--- src/rtl/dmem_arbiter.sv ---
// dmem_arbiter: shares the data memory between the M-stage CPU port and a burst loader/debug port.
// Define ARB_FAIRNESS_EN to force the loader in after STARVE_LIMIT consecutive lost arbitrations.
module dmem_arbiter #(
   parameter int AW = 21,
   parameter int DW = 32,
   parameter int MAX_BURST = 16,
   parameter int STARVE_LIMIT = 8
)(
   input  logic                        clk,
   input  logic                        reset,
   input  logic                        cpu_req,
   input  logic                        cpu_we,
   input  logic [AW-1:0]               cpu_addr,
   input  logic [DW-1:0]               cpu_wdata,
   output logic [DW-1:0]               cpu_rdata,
   output logic                        cpu_stall,
   input  logic                        ldr_req,
   input  logic                        ldr_we,
   input  logic [AW-1:0]               ldr_addr,
   input  logic [$clog2(MAX_BURST):0]  ldr_len,
   input  logic [DW-1:0]               ldr_wdata,
   output logic                        ldr_ack,
   output logic [DW-1:0]               ldr_rdata,
   output logic                        ldr_done,
   output logic                        busy,
   output logic                        mem_we,
   output logic [AW-1:0]               mem_addr,
   output logic [DW-1:0]               mem_wdata,
   input  logic [DW-1:0]               mem_rdata
);
   localparam int LW = $clog2(MAX_BURST) + 1;
   typedef enum logic {IDLE, LBURST} state_t;
   state_t state;
   logic [LW-1:0] remaining, len_eff;
   logic [AW-1:0] addr_ptr;
   logic dir, force_ldr, cpu_gnt, ldr_gnt, beat;
   always_comb begin
      len_eff = ldr_len == '0 ? LW'(1) : ldr_len > LW'(MAX_BURST) ? LW'(MAX_BURST) : ldr_len;
      cpu_gnt = reset && state == IDLE && cpu_req && !force_ldr;
      ldr_gnt = reset && state == IDLE && ldr_req && !cpu_gnt;
      beat    = reset && state == LBURST && ldr_req;
   end
`ifdef ARB_FAIRNESS_EN
   localparam int SW = $clog2(STARVE_LIMIT + 1);
   logic [SW-1:0] starve;
   assign force_ldr = starve == SW'(STARVE_LIMIT);
   always_ff @(posedge clk or negedge reset)
      if (!reset) starve <= '0;
      else if (ldr_gnt || !ldr_req) starve <= '0;
      else if (cpu_gnt) starve <= starve + 1'b1;
`else
   assign force_ldr = 1'b0;
`endif
   // every output is gated by reset so the memory sees no traffic while reset is low
   assign mem_we    = cpu_gnt ? cpu_we : ldr_gnt ? ldr_we : beat && dir;
   assign mem_addr  = cpu_gnt ? cpu_addr : ldr_gnt ? ldr_addr : beat ? addr_ptr : '0;
   assign mem_wdata = cpu_gnt ? cpu_wdata : (ldr_gnt || beat) ? ldr_wdata : '0;
   assign ldr_ack   = ldr_gnt || beat;
   assign cpu_stall = reset && cpu_req && !cpu_gnt;
   assign cpu_rdata = reset ? mem_rdata : '0;
   assign ldr_rdata = reset ? mem_rdata : '0;
   assign busy      = state == LBURST;
   always_ff @(posedge clk or negedge reset)
      if (!reset) begin
         state     <= IDLE;
         remaining <= '0;
         addr_ptr  <= '0;
         dir       <= 1'b0;
         ldr_done  <= 1'b0;
      end else begin
         ldr_done <= (ldr_gnt && len_eff == LW'(1)) || (beat && remaining == LW'(1));
         if (ldr_gnt && len_eff != LW'(1)) begin
            state     <= LBURST;
            remaining <= len_eff - 1'b1;
            addr_ptr  <= ldr_addr + 1'b1;
            dir       <= ldr_we;
         end else if (state == LBURST) begin
            if (!ldr_req || remaining == LW'(1)) state <= IDLE;
            if (beat) begin
               addr_ptr  <= addr_ptr + 1'b1;
               remaining <= remaining - 1'b1;
            end
         end
      end
endmodule

--- config.mk ---
export PLATFORM = sky130hd
export DESIGN_NAME = dmem_arbiter
export DESIGN_NICKNAME = d
export VERILOG_FILES = /design/src/rtl/dmem_arbiter.sv
export SDC_FILE = /design/constraint.sdc
export NUM_CORES = 1
export LEC_CHECK = 0
export ABC_AREA = 1
export BUFFER_PORTS_ARGS = -buffer_cell sky130_fd_sc_hd__buf_2
export CAP_MARGIN = 10
export CORE_AREA = 2 2 104 106
export CTS_CLUSTER_DIAMETER = 50
export DETAILED_ROUTE_END_ITERATION = 8
export DIE_AREA = 0 0 106 108
export PLACE_DENSITY = 0.75
export SYNTH_ARGS = -nofsm -noshare
export SYNTH_HDL_FRONTEND = slang
export SYNTH_SLANG_ARGS = --single-unit
--- constraint.sdc ---
create_clock -name clk -period 3.75 [get_ports clk]
set_clock_uncertainty 0.1 [all_clocks]
set_input_delay 0.375 -clock clk [delete_from_list [all_inputs] [get_ports clk]]
set_output_delay 0.375 -clock clk [all_outputs]
set_load 0.01 [all_outputs]
==> flow_summary.json <==
{
  "number_of_storage_elements_in_the_synthesis_netlist": 29,
  "report.power.total_uw": 1820,
  "number_of_setup_buffers_added_after_cts": 0,
  "number_of_max_slew_violations_in_the_final_report": 0,
  "leakage_power_uw": 0.00313,
  "critPathCaptureType": "output port",
  "startpoint_kind_of_the_worst_setup_timing_path": "primary input",
  "worst_hold_path_type": "in2reg",
  "global_route.usage.met2_pct": 44.0,
  "finalWorstSetupSlack_ps": 379,
  "final_min_period_over_clock_period_pct": 89.9,
  "rsz0062_at_grt": "no",
  "postPlaceCellArea_um2": 5030,
  "remaining_drc_errors": 0,
  "outcome": "finished, final reports clean",
  "cts_root_buffer": "clkbuf_8",
  "power.ir.vdd_worst_uv": 197,
  "first_iter_violations": 320,
  "worst_pin_slew_ps": 919,
  "max-slew-margin-rel_pct": 38.6,
  "timing.setup.critical_path_class": "in2out",
  "via_per_inst": 5.00,
  "ff_latch_area_um2": 726,
  "clkSinkCount": 29,
  "die_height_um": 108,
  "required_ps": 3270,
  "whs_ps": 204,
  "tritoncts": "done",
  "power_density_nw_per_um2": 352,
  "worstHoldPathCells": 3,
  "post_drt_antenna_nets": 0,
  "area_of_the_multi_input_gates_um2": 2380,
  "crit_fanout": 27,
  "dpl.hpwl_mm": 12.7,
  "use_met3_pct": 9.58,
  "initial_utilization_pct": 37.9,
  "top_cell_by_count_worst_path": "buf_2",
  "syn_to_final_growth_pct": 33.4,
  "worst_r2r_path_depth": 15,
  "nNetsFinal": 1024,
  "finalHoldViolCount": 0,
  "first_global_vias": 4552,
  "globalRoute.busiestLayer": "met2",
  "place.gp.congestion": 0.963,
  "ys_top_cells_by_area": "nand2_1 21%, dfrtp_1 19%, nand3_1 8.8%",
  "most_used_cells_in_the_layout_excluding_fill_and_tap_cells": "270 x buf_2, 218 x nand2_1, 85 x inv_1, 68 x nand3_1, 44 x nor2_1",
  "mostFrequentLayoutCell": "buf_2",
  "synth_largest_area_cell": "nand2_1",
  "cell_with_the_largest_stage_delay_on_the_worst_path": "inv_1",
  "seq_area_frac_synth_pct": 18.7,
  "cells_after_synth": 651,
  "final_layout_size_suffix_gt1_share_pct": 35.7,
  "x_dimension_of_the_die_um": 106,
  "clk-insertion-delay-late_ps": 290,
  "total_nets_after_synthesis": 805,
  "worst_ep_arrival_time_ps": 2900,
  "overflow": 0,
  "htree_levels": 2,
  "port-buffer-count": 270,
  "final.setup.tns_ps": 0,
  "global_route.usage.met1_pct": 34.1,
  "clk_transition_reported_paths_ps": 70,
  "grtUsageTotal_pct": 27.0,
  "filler_cell_count": 1134,
  "timing.max_cap.violations": 0,
  "fmaxAchievable_mhz": 297,
  "syn-cell-area_um2": 3870,
  "dr.pass1.iters": 5,
  "row_count": 37,
  "cts_buffers": 5,
  "netlist-cell-type-count": 36,
  "grt_start_max_net_pins": 57,
  "synth_largest_type_area_fraction_pct": 21.1,
  "detail_route.wl_per_cell_um": 15.7,
  "cell_chain_critical_path": "dlygate4sd3_1 > buf_2 > nand2_4 > nor2_8 > nor2_1 > inv_1 > buf_4 > a32o_1 > buf_2",
  "critical-path-max-stage-delay_ps": 570,
  "grt_pass1_wl_mm": 24.2,
  "grt_antenna_before_repair": 4,
  "num_vias": 5051,
  "yosysWarnings": 0,
  "route.final.wire_length_mm": 15.9,
  "cts-root-to-sink-buffers": 2,
  "die-area_um2": 11400,
  "finalSetupViolations": 0,
  "io_pins": 271,
  "dp_worst_setup_slack_ps": 415,
  "timing.final.crit_period_ps": 3370,
  "design.core.area_um2": 10200,
  "fin_area_um2": 5170,
  "syn_area_per_cell_um2": 5.95
}
-- critical path, delay by kind of cell --
family,cells,cell delay [ps]
buffers and inverters,5,1790
AOI/OAI and AO/OA,1,150
and+or+nand+nor,3,560
-- synth_stat cells (all sizes together) --
library cell,instances
buf,51
nor3,2
xnor2,1
a31oi,2
nand3b,9
o211ai,20
o22ai,4
o32ai,1
clkinv,1
nand3,69
nor2,53
a21oi,4
nand2,228
o21ai,25
clkbuf,16
inv,90
xor2,5
ha,5
a32o,32
dfrtp,29
a221o,1
nand4,1
nor4,2
-- logic make-up after synthesis --
group	count (synthesis)	synth area share, %
buf+inv	158	19.9
flops	29	18.7
compound gates	89	17.4
fa+ha+maj	5	1.61
simple gates	364	41.0
xor+xnor	6	1.36
-- state kept, by name (all words and copies together) (netlist names) --
register	cells
dir	1
addr_ptr	21
ldr_done	1
remaining	5
busy	1
-- routing by layer --
metal  vias to the layer above  part of all wire, %
li1                       2522                    -
met1                      2272                   42
met2                       242                   46
met3                        15                   12
met4                         0                  1.1
met5                         -                    0
-- area by class of cell --
| cell class | count | area share (%) |
|---|---|---|
| clock inverters | 1 | 0.581 |
| well taps | 136 | 3.29 |
| flip-flops and latches | 29 | 14.0 |
| diodes | 4 | 0.194 |
| inverters | 91 | 6.66 |
| repair buffers | 279 | 27.5 |
| clock buffers | 7 | 1.67 |
| multi-input cells | 464 | 46.0 |
-- through the flow --
stage,util (%),instances
3_3_place_gp,49.2,998
6_report,50.5,1011
4_1_cts,50.4,1007
5_1_grt,50.5,1010
2_1_floorplan,-,651
3_5_place_dp,49.2,998
-- power by group --
| part | switching, uW | leakage (uW) | internal [uW] | total, uW |
|---|---|---|---|---|
| Combinational | 622 | 0.00271 | 352 | 974 |
| Sequential | 68.9 | 0.000362 | 421 | 490 |
| Clock | 137 | 0.0000585 | 217 | 353 |
| Total | 827 | 0.00313 | 989 | 1820 |
-- repair_timing --
action / 4_1_cts / 5_1_grt
endpoints found under the hold margin: 5 / 0
endpoints found under the setup margin: 0 / 0
gates resized for setup: 0 / 0
hold buffers: 1 / 0
-- path summary, 6_finish.rpt --
check                                                end  slack, ps       startpoint
worst min-delay path                     dir$_DFFE_PN0P_        200           ldr_we
min in group asynchronous       addr_ptr[14]$_DFFE_PN0P_        380            reset
worst max register to register  addr_ptr[10]$_DFFE_PN0P_       1000   busy$_DFF_PN0_
worst max-delay path                        mem_wdata[6]        380            reset
max in group asynchronous       remaining[3]$_DFFE_PN0P_       2250            reset
worst min register to register           dir$_DFFE_PN0P_        390  dir$_DFFE_PN0P_
No activity file was read; power rests on OpenSTA's default activity.
